File: src/rtl/bira_fault_collector.sv
// BIRA fault collector: merges per-cycle MBIST fault reports into a small CAM-style table and drains it in allocation order.
// Optional feature BIRA_BITCOUNT_EN adds total_fault_bits, the running count of distinct faulty bit positions.

module bira_fault_collector #(
   parameter int ENTRIES     = 16,
   parameter int DRAIN_DELAY = 2,
   parameter int CNT_W       = 5
) (
   input  logic             clk,
   input  logic             rst,
   input  logic             test,
   input  logic             early_term,
   input  logic             test_end,
   input  logic             fault_detect,
   input  logic [1:0]       fault_bank,
   input  logic [9:0]       fault_row,
   input  logic [9:0]       fault_col,
   input  logic [7:0]       fault_col_flag,
   output logic             out_valid,
   input  logic             out_ready,
   output logic [1:0]       out_bank,
   output logic [9:0]       out_row,
   output logic [9:0]       out_col,
   output logic [7:0]       out_flag,
   output logic             out_last,
   output logic             busy,
   output logic             collect_done,
   output logic [CNT_W-1:0] fault_count,
   output logic             overflow
`ifdef BIRA_BITCOUNT_EN
   ,output logic [11:0]     total_fault_bits
`endif
);

   localparam int HOLD_W = (DRAIN_DELAY > 1) ? $clog2(DRAIN_DELAY) : 1;
   localparam logic [HOLD_W-1:0] HOLD_LAST = HOLD_W'(DRAIN_DELAY - 1);

   typedef enum logic [2:0] {IDLE, COLLECT, HOLDOFF, DRAIN, DONE} state_e;

   state_e             state_q, state_d;
   logic [HOLD_W-1:0]  holdCnt_q, holdCnt_d;
   logic [CNT_W-1:0]   rdPtr_q, rdPtr_d;
   logic [CNT_W-1:0]   faultCount_q, faultCount_d;
   logic               overflow_q, overflow_d;

   logic [ENTRIES-1:0] valid_q, valid_d;
   logic [1:0]         bank_q [ENTRIES];
   logic [1:0]         bank_d [ENTRIES];
   logic [9:0]         row_q  [ENTRIES];
   logic [9:0]         row_d  [ENTRIES];
   logic [9:0]         col_q  [ENTRIES];
   logic [9:0]         col_d  [ENTRIES];
   logic [7:0]         flag_q [ENTRIES];
   logic [7:0]         flag_d [ENTRIES];

   logic [ENTRIES-1:0] hitVec;
   logic               anyHit;
   logic               tableFull;
   logic               tableClear;
   logic               accept;
   logic               drainValid;
   logic               drainLast;
   logic               handshake;
   logic [1:0]         rdBank;
   logic [9:0]         rdRow;
   logic [9:0]         rdCol;
   logic [7:0]         rdFlag;

   always_ff @(posedge clk or posedge rst) begin
      if (rst) begin
         state_q <= IDLE;
      end else begin
         state_q <= state_d;
      end
   end

   // Abort beats everything; a falling test request abandons any in-flight collection or drain.
   always_comb begin
      state_d = state_q;
      if (early_term) begin
         state_d = IDLE;
      end else begin
         case (state_q)
            IDLE:    if (test) state_d = COLLECT;
            COLLECT: begin
               if (!test)         state_d = IDLE;
               else if (test_end) state_d = HOLDOFF;
            end
            HOLDOFF: begin
               if (!test)                       state_d = IDLE;
               else if (holdCnt_q == HOLD_LAST) state_d = DRAIN;
            end
            DRAIN: begin
               if (!test)                        state_d = IDLE;
               else if (faultCount_q == '0)      state_d = DONE;
               else if (handshake && drainLast)  state_d = DONE;
            end
            DONE:    if (!test) state_d = IDLE;
            default: state_d = IDLE;
         endcase
      end
   end

   always_comb begin
      busy         = (state_q == COLLECT) || (state_q == HOLDOFF) || (state_q == DRAIN);
      collect_done = (state_q == DONE);
      out_valid    = drainValid;
      out_last     = drainLast;
      out_bank     = drainValid ? rdBank : '0;
      out_row      = drainValid ? rdRow  : '0;
      out_col      = drainValid ? rdCol  : '0;
      out_flag     = drainValid ? rdFlag : '0;
      fault_count  = faultCount_q;
      overflow     = overflow_q;
   end

   // Reports are compared against the registered table only; one report lands per edge, so no bypass is needed.
   always_comb begin
      hitVec = '0;
      for (int i = 0; i < ENTRIES; i++) begin
         hitVec[i] = valid_q[i] && (bank_q[i] == fault_bank) &&
                     (row_q[i] == fault_row) && (col_q[i] == fault_col);
      end
      anyHit     = |hitVec;
      tableFull  = (faultCount_q >= CNT_W'(ENTRIES));
      tableClear = early_term || ((state_q == IDLE) && test) ||
                   (!test && ((state_q == COLLECT) || (state_q == HOLDOFF) || (state_q == DRAIN)));
      accept     = !tableClear && ((state_q == COLLECT) || (state_q == HOLDOFF)) &&
                   fault_detect && (fault_col_flag != 8'h00);
   end

   always_comb begin
      valid_d      = valid_q;
      bank_d       = bank_q;
      row_d        = row_q;
      col_d        = col_q;
      flag_d       = flag_q;
      faultCount_d = faultCount_q;
      overflow_d   = overflow_q;
      if (tableClear) begin
         valid_d      = '0;
         faultCount_d = '0;
         overflow_d   = 1'b0;
      end else if (accept) begin
         if (anyHit) begin
            for (int i = 0; i < ENTRIES; i++) begin
               if (hitVec[i]) flag_d[i] = flag_q[i] | fault_col_flag;
            end
         end else if (!tableFull) begin
            for (int i = 0; i < ENTRIES; i++) begin
               if (CNT_W'(i) == faultCount_q) begin
                  valid_d[i] = 1'b1;
                  bank_d[i]  = fault_bank;
                  row_d[i]   = fault_row;
                  col_d[i]   = fault_col;
                  flag_d[i]  = fault_col_flag;
               end
            end
            faultCount_d = faultCount_q + 1'b1;
         end else begin
            overflow_d = 1'b1;
         end
      end
   end

   always_comb begin
      rdBank = '0;
      rdRow  = '0;
      rdCol  = '0;
      rdFlag = '0;
      for (int i = 0; i < ENTRIES; i++) begin
         if (CNT_W'(i) == rdPtr_q) begin
            rdBank = bank_q[i];
            rdRow  = row_q[i];
            rdCol  = col_q[i];
            rdFlag = flag_q[i];
         end
      end
      drainValid = (state_q == DRAIN) && (faultCount_q != '0);
      drainLast  = drainValid && (rdPtr_q == (faultCount_q - 1'b1));
      handshake  = drainValid && out_ready;
      holdCnt_d  = (state_q == HOLDOFF) ? holdCnt_q + 1'b1 : '0;
      if (state_q == DRAIN) begin
         rdPtr_d = handshake ? rdPtr_q + 1'b1 : rdPtr_q;
      end else begin
         rdPtr_d = '0;
      end
   end

   always_ff @(posedge clk or posedge rst) begin
      if (rst) begin
         holdCnt_q    <= '0;
         rdPtr_q      <= '0;
         faultCount_q <= '0;
         overflow_q   <= 1'b0;
         valid_q      <= '0;
         for (int i = 0; i < ENTRIES; i++) begin
            bank_q[i] <= '0;
            row_q[i]  <= '0;
            col_q[i]  <= '0;
            flag_q[i] <= '0;
         end
      end else begin
         holdCnt_q    <= holdCnt_d;
         rdPtr_q      <= rdPtr_d;
         faultCount_q <= faultCount_d;
         overflow_q   <= overflow_d;
         valid_q      <= valid_d;
         bank_q       <= bank_d;
         row_q        <= row_d;
         col_q        <= col_d;
         flag_q       <= flag_d;
      end
   end

`ifdef BIRA_BITCOUNT_EN
   logic [7:0]  matchFlag;
   logic [7:0]  newBits;
   logic [11:0] totalBits_q, totalBits_d;

   function automatic logic [3:0] popCount(input logic [7:0] bits);
      logic [3:0] cnt;
      cnt = '0;
      for (int i = 0; i < 8; i++) cnt = cnt + 4'(bits[i]);
      return cnt;
   endfunction

   // A new entry has no prior flag, so the same masked popcount covers both merge and allocate.
   always_comb begin
      matchFlag = '0;
      for (int i = 0; i < ENTRIES; i++) begin
         if (hitVec[i]) matchFlag = matchFlag | flag_q[i];
      end
      newBits     = fault_col_flag & ~matchFlag;
      totalBits_d = totalBits_q;
      if (tableClear) begin
         totalBits_d = '0;
      end else if (accept && (anyHit || !tableFull)) begin
         totalBits_d = totalBits_q + 12'(popCount(newBits));
      end
   end

   always_ff @(posedge clk or posedge rst) begin
      if (rst) begin
         totalBits_q <= '0;
      end else begin
         totalBits_q <= totalBits_d;
      end
   end

   assign total_fault_bits = totalBits_q;
`endif

endmodule

File: config.mk
export PLATFORM = sky130hd
export DESIGN_NAME = bira_fault_collector
export DESIGN_NICKNAME = d
export VERILOG_FILES = /design/src/rtl/bira_fault_collector.sv
export SDC_FILE = /design/constraint.sdc
export NUM_CORES = 2
export LEC_CHECK = 0
export ABC_CLOCK_PERIOD_IN_PS = 23500
export BUFFER_PORTS_ARGS = -buffer_cell sky130_fd_sc_hd__buf_2
export CAP_MARGIN = 10
export CORE_MARGIN = 3
export CORE_UTILIZATION = 45
export CTS_CLUSTER_SIZE = 20
export DETAILED_ROUTE_END_ITERATION = 12
export PLACE_DENSITY = 0.67
export SYNTH_ARGS = -nofsm -noshare
export SYNTH_HDL_FRONTEND = slang
export SYNTH_SLANG_ARGS = --single-unit
File: constraint.sdc
create_clock -name clk -period 23.5 [get_ports clk]
set_clock_uncertainty 0.05 [all_clocks]
set_input_delay 2.35 -clock clk [delete_from_list [all_inputs] [get_ports clk]]
set_output_delay 2.35 -clock clk [all_outputs]
set_load 0.03 [all_outputs]
== Word level (Yosys, flattened, before mapping) ==
Index checks and enable logic that the tools add are counted.

* $add $sub $neg: 4
* Order comparisons: 1
* Eq/ne operators: 108
* Multiplexer cells: 144
* Bitwise gates (word level): 19
* Reductions and logical operators: 154

{| class="wikitable"
|+ Operators by type and width
! kind !! count
|-
| $mux W8 || 49
|-
| $mux W10 || 34
|-
| $eq A10 B10 Y1 || 32
|-
| $mux W128 || 2
|-
| $reduce_and A5 Y1 || 33
|-
| $or A8 B8 Y8 || 16
|-
| $eq A4 B5 Y1 const A || 16
|-
| $reduce_bool A2 Y1 || 34
|-
| $mux W16 || 4
|-
| $reduce_and A4 Y1 || 16
|-
| $logic_and A1 B1 Y1 || 57
|-
| $eq A3 B5 Y1 const A || 8
|-
| $ne A2 B2 Y1 const B || 18
|-
| $mux W2 || 17
|-
| $eq A2 B2 Y1 || 16
|-
| $mux W3 || 10
|-
| $mux W5 || 6
|-
| $mux W1 || 21
|-
| $eq A2 B5 Y1 const A || 4
|-
| $reduce_or A16 Y1 || 1
|-
| $pmux W3 S5 || 1
|-
| $add A5 B1 Y5 const B || 2
|-
| $eq A1 B5 Y1 const A || 2
|-
| $logic_not A5 Y1 || 2
|-
| other kinds (18) || 29
|}

* Bits in registers: 511
* Input bits: 37
* Output and inout port bits: 40
* Word-level logic and storage cells: 515

== Logic depth before layout (Yosys ltp) ==
* Depth in word-level cells: 18
* Gate-level depth with buffers: 15
* Mapped depth without buffers: 12

== Worst setup path before layout ==
No wires, ideal clock.

* Path kind: flip-flop to output port
* Start point: reg rdPtr_q[0]
* End point: out out_flag[0]
* Data arrival time: 3.358 ns
* Required time: 21.100 ns
* Path slack: 17.742 ns
* Cell stages (with the launch flop): 11
* Path buffers: 4
* Cells stage by stage: dfrtp_1 -> ha_1 -> clkbuf_1 -> clkbuf_1 -> clkbuf_1 -> and3_1 -> ha_1 -> clkbuf_1 -> nor3_1 -> o21ai_0 -> o31ai_1

* Longest elaborated chain between the ends: 18
* Elaborated cells between the ends (all ways): 33
* Those cells by class: 15 x eq/ne; 17 x mux; 1 x reduce/logical

{| class="wikitable"
|+ RTL lines
! element !! RTL line !! source
|-
| from (decl) || 42 || <nowiki>logic [CNT_W-1:0] rdPtr_q, rdPtr_d;</nowiki>
|-
| from (signal assigned) || 205 || <nowiki>rdPtr_q <= rdPtr_d;</nowiki>
|-
| $logic_not A5 Y1 || 172 || <nowiki>if (CNT_W'(i) == rdPtr_q) begin</nowiki>
|-
| $mux W8 (15 in a row) || 172 ||
|-
| $mux W8 (*) || 172 ||
|-
| $mux W8 (*) || 112 || <nowiki>out_flag = drainValid ? rdFlag : '0;</nowiki>
|-
| to (decl) || 24 || <nowiki>output logic [7:0] out_flag,</nowiki>
|}

Mark *: on every way between the ends. The rest lies on a longest branch, timed or not.

== Final worst setup path ==
* Start point: reg rdPtr_q[3]
* End point: out out_col[0]

* Longest elaborated chain between the ends: 18
* Elaborated cells between the ends (all ways): 33
* Those cells by class: 15 x eq/ne; 17 x mux; 1 x reduce/logical

{| class="wikitable"
|+ RTL lines
! element !! RTL line !! source
|-
| $logic_not A5 Y1 || 172 ||
|-
| $mux W10 (15 in a row) || 172 ||
|-
| $mux W10 (*) || 172 ||
|-
| $mux W10 (*) || 111 || <nowiki>out_col = drainValid ? rdCol : '0;</nowiki>
|-
| to (decl) || 23 || <nowiki>output logic [9:0] out_col,</nowiki>
|}

Marked as above.

==> out/results.ini <==
[drt]
vias=22700
drc=0
wl_met2_mm=42.1
wl_met1_mm=41.0
drtAntennaViolNets=0
wl_per_cell_um=27.4
routed_wl_mm=95.5
drt_iter0_drc=3035
maxUsedRoutingLayer=met5
route.met3.wl_mm=9.42
routed_via_density=6.52
firstDrtPassIters=6

[sta]
setup_ws_ns=16.28
setup_violations=0
worst_pin_slew_ns=1.22
relSlewSlack_pct=18.7
max_freq_mhz=139
layout_min_cycle_time_ns=7.22
whs_ns=0.441
finalHoldViolCount=0
fin_crit_sh_pct=30.7
rsz0062_at_grt=false
setup_tns_ns=0
drv_slew=0

[worst_setup_path]
crit_required_ns=21.10
cpLargestDelayFamily=simple AND/OR/NAND/NOR gates
reg2reg_depth=8
r2r_end=row_q[45]
r2r_start=col_q[39]
crit_path_start=rdPtr_q[3]
slowest_delay_ns=0.98
ff2ff_setup_slack_ns=19.15
start_kind=register
cp_slowest_cell=dfrtp_1
crit_fanout=30
cp.arrival_ns=4.82
crit_chain=nor3b_1, and2_1, buf_4, nor2_1, clkbuf_8, a22oi_1, a31oi_1, a221oi_1, a21oi_1, buf_2
cp-end-kind=output port
cp-endpoint=out_col[0]
crit_buf_inv=3
cp.depth=10
crit_type=reg2out

[clocking]
htreeDepth=2
clock_latency_ns=0.63
post_cts_buffers=0
cts_resized=0
cts_tree=yes
clk_path_buf_depth=3
cts_root_buf=clkbuf_16
cts_made_buffers=56
hold_buffers=0
cts.sinks=511
clkTransAtPathRegs_ns=0.06

[yosys]
synth_area_um2=28700
synth_area_per_cell_um2=10.8
synth-edff-count=0
ys_ff_latch=511
postSynth.asyncResetShare_pct=100
ys_types=77
syn_inst=2657
synth_ff_type=dfrtp_1
synthesis.nets=2705
yosysSeqAreaShare_pct=44.6
yosysWarnings=0

[placement]
pre_cts_ws_ns=16.80
gp_congestion=0.948
io_buffers=76
dp_hpwl_mm=65.5

[die]
ios=77
fp.coreArea_um2=62400
die_y_um=259
rows=91
initial_core_util_pct=46.0
die-area_um2=66800
die_x_um=259

[pwr]
combPwrFrac_pct=16.7
p_per_area_nw_per_um2=71.8
p_leak_nw=14.3
internal_power_mw=1.61
seqPwrFrac_pct=43.4
clkPwrFrac_pct=39.8
p_sw_mw=0.643
switching_share_pct=28.6
max-vdd-ir-drop_mv=0.0501
finalPower_mw=2.25

[flow_run]
cap_violations=0

[layout]
area_delta_synth_final_pct=9.19
num_antenna_cells=0
fin_nets=2654
drive_gt1_share_pct=22.4
n_fill_cell=5641

[grt]
antenna_found_initial=1
overflow=0
grt_pass1_vias=22400
grt_max_degree=187
grt_pass1_wl_mm=145
grt.total_usage_pct=28.2

[outcome]
status=complete, no violations

[min_path]
min_path_type=reg2reg

## synthesized netlist by cell type, drive strengths merged (10+ instances only)
master	number	share of area, %
a221oi	53	1.6
nand4	61	1.4
o211ai	21	0.55
a22o	109	3.3
o221ai	30	0.92
xnor2	152	4.6
clkbuf	123	1.6
or3b	11	0.34
a32oi	20	0.61
and3	30	0.65
a211oi	27	0.71
a21oi	104	1.9
inv	44	0.58
o2bb2ai	18	0.55
nor4	73	1.6
nand3	40	0.73
nor2b	15	0.33
o22ai	24	0.52
nor2	98	1.3
mux2	354	14
nand2	125	1.6
or3	13	0.28
nor3	23	0.40
dfrtp	511	45
buf	131	2.8
a32o	16	0.56
xor2	209	6.4
ha	11	0.48
a221o	10	0.35
o21ai	81	1.4
## power by group through the flow
stage | logic [mW] | registers, mW | clock network [mW]
floorplan | 0.248 | 0.979 | 0
global placement | 0.368 | 0.987 | 0
detailed placement | 0.371 | 0.992 | 0
CTS | 0.373 | 0.976 | 0.905
global route | 0.398 | 0.984 | 0.941
finish | 0.376 | 0.978 | 0.896
## cell families after synthesis
logic type               after synthesis  share of synthesized area, %
AO/OA/AOI/OAI                        576                          14.7
XOR/XNOR                             361                          11.0
adder cells (fa/ha/maj)               11                         0.480
buffers and inverters                298                          4.98
flip-flops                           511                          44.6
multiplexers                         358                          14.0
AND/OR/NAND/NOR                      542                          10.2
## worst register-to-register path: cells and delay by family, from the launching register on
kind / cells / cell delay (ns)
XOR/XNOR: 1 / 0.22
buffers and inverters: 1 / 0.31
flip-flops: 1 / 0.40
multiplexers: 1 / 0.44
AND/OR/NAND/NOR: 5 / 2.81
## sequential cells by signal, summed over array words and instances (netlist names)
register and count:
state_q 3, bank_q 32, fault_count 5, flag_q 128
overflow 1, valid_q 16, holdCnt_q 1, col_q 160
rdPtr_q 5, row_q 160
## final cells by class
cell class | count | area [um^2] | share of cell area [%]
timing repair buffer | 145 | 917 | 2.93
multi-input combinational | 1848 | 14600 | 46.5
tap | 837 | 1050 | 3.34
clock inverter | 9 | 135 | 0.431
sequential | 511 | 12800 | 40.8
inverter | 44 | 173 | 0.551
clock buffer | 88 | 1710 | 5.46
## layer usage
| metal | up-vias | track usage [%] |
|---|---|---|
| li1 | 9640 | - |
| met1 | 11700 | 40.8 |
| met2 | 1215 | 42.3 |
| met3 | 174 | 6.31 |
| met4 | 2 | 8.63 |
| met5 | - | 0 |
## metrics by stage
stage               instance area (um^2)  utilization, %  instances
floorplan                          28700               -       2657
global placement                   29500            47.2       3384
detailed placement                 29500            47.2       3384
CTS                                31300            50.2       3481
global route                       31300            50.2       3482
finish                             31300            50.2       3482
## layout by cell type, fill, tap and decap left out, drive strengths merged, types with 6 or more instances in the layout
| cell | instances |
|---|---|
| dfrtp | 511 |
| mux2 | 354 |
| xor2 | 209 |
| xnor2 | 152 |
| buf | 144 |
| nand2 | 125 |
| a22o | 109 |
| a21oi | 104 |
| nor2 | 98 |
| clkbuf | 89 |
| o21ai | 81 |
| nor4 | 73 |
| nand4 | 61 |
| a221oi | 53 |
| inv | 45 |
| nand3 | 40 |
| and3 | 30 |
| o221ai | 30 |
| a211oi | 27 |
| o22ai | 24 |
| nor3 | 23 |
| o211ai | 21 |
| a32oi | 20 |
| o2bb2ai | 18 |
| a32o | 16 |
| nor2b | 15 |
| or3 | 13 |
| ha | 11 |
| or3b | 11 |
| a221o | 10 |
| a31oi | 9 |
| and2 | 9 |
| o21a | 7 |
| o31ai | 7 |
| nand2b | 6 |
| a2111oi | 6 |
| or4 | 6 |
## how the worst min path moves through the flow
stage          startpoint          to  slack [ns]  cells past startpoint
6_report       flag_q[86]  flag_q[86]        0.44                      1
3_5_place_dp   flag_q[86]  flag_q[86]        0.43                      1
2_1_floorplan  flag_q[10]  flag_q[10]        0.41                      1
5_1_grt        flag_q[82]  flag_q[82]        0.45                      1
4_1_cts        flag_q[86]  flag_q[86]        0.44                      1
3_3_place_gp   flag_q[86]  flag_q[86]        0.42                      1
Note: power is estimated with default switching activity, not from simulation.
